File: src/rtl/adc_spi_responder.sv
// Emulated 8-channel serial ADC: answers 16-bit frames on ADC_SDAT with the
// value of the channel addressed in the previous complete frame.
module adc_spi_responder #(
   parameter int SYNC_STAGES = 2,
   parameter int DATA_BITS   = 12
) (
   input  logic                 clk,
   input  logic                 reset_n,
   input  logic                 ADC_CS_N,
   input  logic                 ADC_SADDR,
   input  logic                 ADC_SCLK,
   output logic                 ADC_SDAT,
   input  logic                 ch_wr_en,
   input  logic [2:0]           ch_wr_addr,
   input  logic [DATA_BITS-1:0] ch_wr_data,
   output logic                 frame_done,
   output logic [2:0]           last_addr,
   output logic [15:0]          frame_count
);

   typedef enum logic {IDLE, ACTIVE} state_t;

   logic [SYNC_STAGES-1:0] cs_sync_q, saddr_sync_q, sclk_sync_q;
   logic                   cs_s, saddr_s, sclk_s;
   logic                   cs_prev_q, sclk_prev_q;
   logic                   cs_fall, sclk_rise, sclk_fall;

   state_t                 state_q, state_d;
   logic [3:0]             rise_cnt_q, rise_cnt_d;
   logic [3:0]             fall_cnt_q, fall_cnt_d;
   logic [15:0]            shift_q, shift_d;
   logic [2:0]             addr_cap_q, addr_cap_d;
   logic [2:0]             next_addr_q, next_addr_d;
   logic [2:0]             last_addr_q, last_addr_d;
   logic [15:0]            frame_count_q, frame_count_d;
   logic                   frame_done_q, frame_done_d;
   logic [DATA_BITS-1:0]   ch_q [8];
   logic [15:0]            load_word;

   always_ff @(posedge clk) begin
      if (!reset_n) begin
         cs_sync_q    <= '1;
         saddr_sync_q <= '0;
         sclk_sync_q  <= '0;
         cs_prev_q    <= 1'b1;
         sclk_prev_q  <= 1'b0;
      end else begin
         cs_sync_q    <= {cs_sync_q[SYNC_STAGES-2:0], ADC_CS_N};
         saddr_sync_q <= {saddr_sync_q[SYNC_STAGES-2:0], ADC_SADDR};
         sclk_sync_q  <= {sclk_sync_q[SYNC_STAGES-2:0], ADC_SCLK};
         cs_prev_q    <= cs_sync_q[SYNC_STAGES-1];
         sclk_prev_q  <= sclk_sync_q[SYNC_STAGES-1];
      end
   end

   assign cs_s      = cs_sync_q[SYNC_STAGES-1];
   assign saddr_s   = saddr_sync_q[SYNC_STAGES-1];
   assign sclk_s    = sclk_sync_q[SYNC_STAGES-1];
   assign cs_fall   = cs_prev_q & ~cs_s;
   assign sclk_rise = sclk_s & ~sclk_prev_q;
   assign sclk_fall = ~sclk_s & sclk_prev_q;

   // Bank is read before this clk's write lands, so a same-clk load sees the old value.
   always_ff @(posedge clk) begin
      if (!reset_n) begin
         for (int i = 0; i < 8; i++) ch_q[i] <= '0;
      end else if (ch_wr_en) begin
         ch_q[ch_wr_addr] <= ch_wr_data;
      end
   end

   assign load_word = 16'(ch_q[next_addr_q]);

   always_comb begin
      state_d       = state_q;
      rise_cnt_d    = rise_cnt_q;
      fall_cnt_d    = fall_cnt_q;
      shift_d       = shift_q;
      addr_cap_d    = addr_cap_q;
      next_addr_d   = next_addr_q;
      last_addr_d   = last_addr_q;
      frame_count_d = frame_count_q;
      frame_done_d  = 1'b0;

      if (cs_s) begin
         state_d    = IDLE;
         rise_cnt_d = '0;
         fall_cnt_d = '0;
         addr_cap_d = '0;
      end else if (state_q == IDLE) begin
         if (cs_fall) begin
            state_d    = ACTIVE;
            shift_d    = load_word;
            rise_cnt_d = '0;
            fall_cnt_d = '0;
            addr_cap_d = '0;
         end
      end else begin
         if (sclk_rise) begin
            case (rise_cnt_q)
               4'd2:    addr_cap_d[2] = saddr_s;
               4'd3:    addr_cap_d[1] = saddr_s;
               4'd4:    addr_cap_d[0] = saddr_s;
               default: ;
            endcase
            if (rise_cnt_q == 4'd15) begin
               next_addr_d   = addr_cap_q;
               last_addr_d   = addr_cap_q;
               frame_done_d  = 1'b1;
               frame_count_d = frame_count_q + 16'd1;
               rise_cnt_d    = '0;
            end else begin
               rise_cnt_d = rise_cnt_q + 4'd1;
            end
         end
         // The 16th fall always follows the 16th rise, so next_addr_q is already updated.
         if (sclk_fall) begin
            if (fall_cnt_q == 4'd15) begin
               shift_d    = load_word;
               fall_cnt_d = '0;
            end else begin
               shift_d    = {shift_q[14:0], 1'b0};
               fall_cnt_d = fall_cnt_q + 4'd1;
            end
         end
      end
   end

   always_ff @(posedge clk) begin
      if (!reset_n) begin
         state_q       <= IDLE;
         rise_cnt_q    <= '0;
         fall_cnt_q    <= '0;
         shift_q       <= '0;
         addr_cap_q    <= '0;
         next_addr_q   <= '0;
         last_addr_q   <= '0;
         frame_count_q <= '0;
         frame_done_q  <= 1'b0;
      end else begin
         state_q       <= state_d;
         rise_cnt_q    <= rise_cnt_d;
         fall_cnt_q    <= fall_cnt_d;
         shift_q       <= shift_d;
         addr_cap_q    <= addr_cap_d;
         next_addr_q   <= next_addr_d;
         last_addr_q   <= last_addr_d;
         frame_count_q <= frame_count_d;
         frame_done_q  <= frame_done_d;
      end
   end

   assign ADC_SDAT    = (state_q == ACTIVE) & shift_q[15];
   assign frame_done  = frame_done_q;
   assign last_addr   = last_addr_q;
   assign frame_count = frame_count_q;

endmodule

File: config.mk
export PLATFORM = sky130hd
export DESIGN_NAME = adc_spi_responder
export DESIGN_NICKNAME = d
export VERILOG_FILES = /design/src/rtl/adc_spi_responder.sv
export SDC_FILE = /design/constraint.sdc
export NUM_CORES = 1
export LEC_CHECK = 0
export CORE_UTILIZATION = 59
export DETAILED_ROUTE_END_ITERATION = 6
export PLACE_DENSITY_LB_ADDON = 0.2
export REMOVE_ABC_BUFFERS = 1
export SLEW_MARGIN = 20
export SYNTH_ARGS = -nofsm -noshare
export SYNTH_HDL_FRONTEND = slang
export SYNTH_SLANG_ARGS = --single-unit
File: constraint.sdc
create_clock -name clk -period 2.7 [get_ports clk]
set_input_delay 0.405 -clock clk [delete_from_list [all_inputs] [get_ports clk]]
set_output_delay 0.405 -clock clk [all_outputs]
set_load 0.02 [all_outputs]
==> flow_summary.json <==
{
  "cts-resized-gates": 0,
  "synth-xor-area-share_pct": 0.6440,
  "postCtsHoldBufs": 0,
  "powerDensity_mw_per_mm2": 626.9,
  "drive_above_1_share_pct": 12.79,
  "min_path_type": "flop to flop",
  "wirelength_um": 12830,
  "ys_seq_area_share_pct": 59.76,
  "critPathLaunchType": "flop",
  "syn_area_mm2": 0.006800,
  "clock.fmax_mhz": 457.1,
  "yosys_register_bits": 155,
  "synth-compound-area-share_pct": 5.152,
  "synth_edf_count": 96,
  "drc": 0,
  "track_usage_pct": 24.01,
  "ys_types": 47,
  "fin_hold_ws_ns": 0.4217,
  "status": "finished clean",
  "synth_area_per_cell_um2": 12.57,
  "cp_max_fo": 15,
  "internal_power_mw": 3.961,
  "antenna_found_initial": 0,
  "grt_first_pass_wirelength_um": 20710,
  "cts_tree": "built",
  "drtIter0Drc": 417,
  "cts.sinks": 155,
  "insertedDiodeCount": 0,
  "worst_ep_arrival_time_ns": 1.78,
  "worstSkewPairLatency_ns": 0.42,
  "cts_setup_buffers": 0,
  "power_frac_seq_pct": 53.4,
  "ios": 42,
  "firstDrtPassIters": 5,
  "vias": 4246,
  "setup_tns_ns": 0,
  "vias_per_cell": 5.722,
  "swShare_pct": 20.21,
  "place_hpwl_um": 8654,
  "ys.flop_type": "edfxtp_1",
  "routabilityCongestion": 0.8905,
  "yosys_warnings": 0,
  "syn-instance-count": 541,
  "first_global_vias": 4141,
  "synth_top_family_by_area": "simple AND/OR/NAND/NOR gates",
  "dieArea_mm2": 0.01196,
  "numCtsBuffers": 17,
  "grt-ovfl-total": 0,
  "cts_root_buffer": "clkbuf_16",
  "slew_violations": 0,
  "rsz0062_at_grt": "false",
  "final.period_utilization_pct": 81.03,
  "postSynth.asyncResetShare_pct": 0,
  "leakagePower_nw": 2.746,
  "die_y_um": 109.4,
  "finalNetCount": 615,
  "cap_violations": 0,
  "routedWlPerCell_um": 17.29,
  "pwr-share-clk_pct": 42.3,
  "clk_pin_slew_ns": 0.05,
  "tightest_slew_ns": 0.8623,
  "synthMuxAreaShare_pct": 10.80,
  "grt_max_degree": 39,
  "power_switching_mw": 1.003,
  "critPathCaptureType": "primary output",
  "io_buffers": 41,
  "initial_core_util_pct": 61.65,
  "finClkSkew_ns": 0.008938,
  "ir_worst_vdd_mv": 0.5641,
  "ant_nets": 0,
  "synth_simple_gate_area_share_pct": 20.18,
  "synth-adder-area-share_pct": 0.9200,
  "core_area_mm2": 0.01103,
  "slew_headroom_pct": 42.30,
  "rows": 38,
  "fin_total_pwr_mw": 4.964,
  "synthToLayoutAreaGrowth_pct": 16.43,
  "p_comb_share_pct": 4.3,
  "die_w_um": 109.4,
  "setup_viol": 0,
  "worst_ep_required_time_ns": 2.30,
  "fin_crit_ns": 2.188,
  "utilization_pct": 71.78,
  "cts_buffer_depth": 2,
  "hold_viol": 0,
  "htreeDepth": 4,
  "critPathKind": "flop to primary output"
}
-- kinds of logic (layout without fill, tap and decap cells) --
kind of cell | count (synthesis) | after routing
xor gates and xnor gates | 5 | 5
buffers and inverters | 42 | 103
muxes | 43 | 43
adders and majority gates | 5 | 5
AOI/OAI and AO/OA | 54 | 54
DFF | 155 | 155
and+or+nand+nor | 237 | 237
-- per-stage QoR --
stage                     instances  worst slack [ns]  area [um^2]
after floorplan                 510            0.4725         6669
after global placement          710            0.4580         7397
after detailed placement        710            0.4060         7397
after CTS                       742            0.4913         7918
after global routing            742            0.4152         7918
final                           742            0.5123         7918
-- metal layers --
metal,part of all wire (%),global-route usage (%),wire (um),up-vias
li1,-,-,-,2076
met1,44,30.35,5702,2052
met2,50,39.44,6415,110
met3,4.7,7.232,609,8
met4,0.80,8.476,102,0
met5,0,0,0,-
-- flip-flops by register name, summed over array words and instances, names as in the netlist, 3 cells and up, named ones only --
signal	flops
addr_cap_q	3
ch_q	96
fall_cnt_q	4
frame_count	16
last_addr	3
rise_cnt_q	4
shift_q	16
-- final cells by class --
| cell class | count | area, um^2 |
|---|---|---|
| clock buffer | 22 | 444.2 |
| tap | 140 | 175.2 |
| timing repair buffer | 60 | 553.0 |
| multi-input combinational | 344 | 2564 |
| sequential | 155 | 4064 |
| inverter | 11 | 41.29 |
| fill | 768 | 3113 |
| clock inverter | 10 | 76.32 |
-- path summary, 6_finish.rpt --
| path | end | from | depth (start not counted) | slack [ns] |
|---|---|---|---|---|
| setup / recovery | ADC_SDAT | state_q | 2 | 0.51 |
| hold / removal | cs_sync_q[1] | cs_sync_q[0] | 1 | 0.42 |
| setup reg to reg | frame_count[12] | state_q | 4 | 0.67 |
| hold reg to reg | cs_sync_q[1] | cs_sync_q[0] | 1 | 0.42 |
-- critical path, cell delays in order (launching register included) --
cell,delay (ns)
dfxtp_1,0.59
and2_1,0.19
clkdlybuf4s50_1,0.59
-- layout by cell type, fill, tap and decap left out, types with 17 or more instances in the layout --
master,instances
and2_1,106
edfxtp_1,96
dfxtp_1,59
clkdlybuf4s50_1,41
nor2_1,31
nand2_1,29
mux4_2,24
nand3_1,21
buf_4,19
clkbuf_16,17
-- power groups by stage --
stage          clock network (mW)  registers (mW)  logic [mW]
2_1_floorplan                   0            2.69       0.105
3_3_place_gp                    0            2.70       0.207
3_5_place_dp                    0            2.70       0.214
4_1_cts                      2.14            2.65       0.215
5_1_grt                      2.22            2.66       0.231
6_report                     2.10            2.65       0.214
-- synth_stat cells (6+ instances only) --
library cell / n / area share, %
and2_1: 106 / 9.8
edfxtp_1: 96 / 42
dfxtp_1: 59 / 17
nor2_1: 31 / 1.7
nand2_1: 29 / 1.6
mux4_2: 24 / 7.9
clkbuf_1: 21 / 1.2
nand3_1: 21 / 1.5
a21oi_1: 16 / 1.2
mux2i_1: 16 / 2.4
inv_1: 11 / 0.61
o221ai_1: 11 / 1.4
o21ai_0: 10 / 0.74
nand2b_1: 7 / 0.64
buf_2: 6 / 0.44
or4_1: 6 / 0.66
Note: power is estimated with default switching activity, not from simulation.
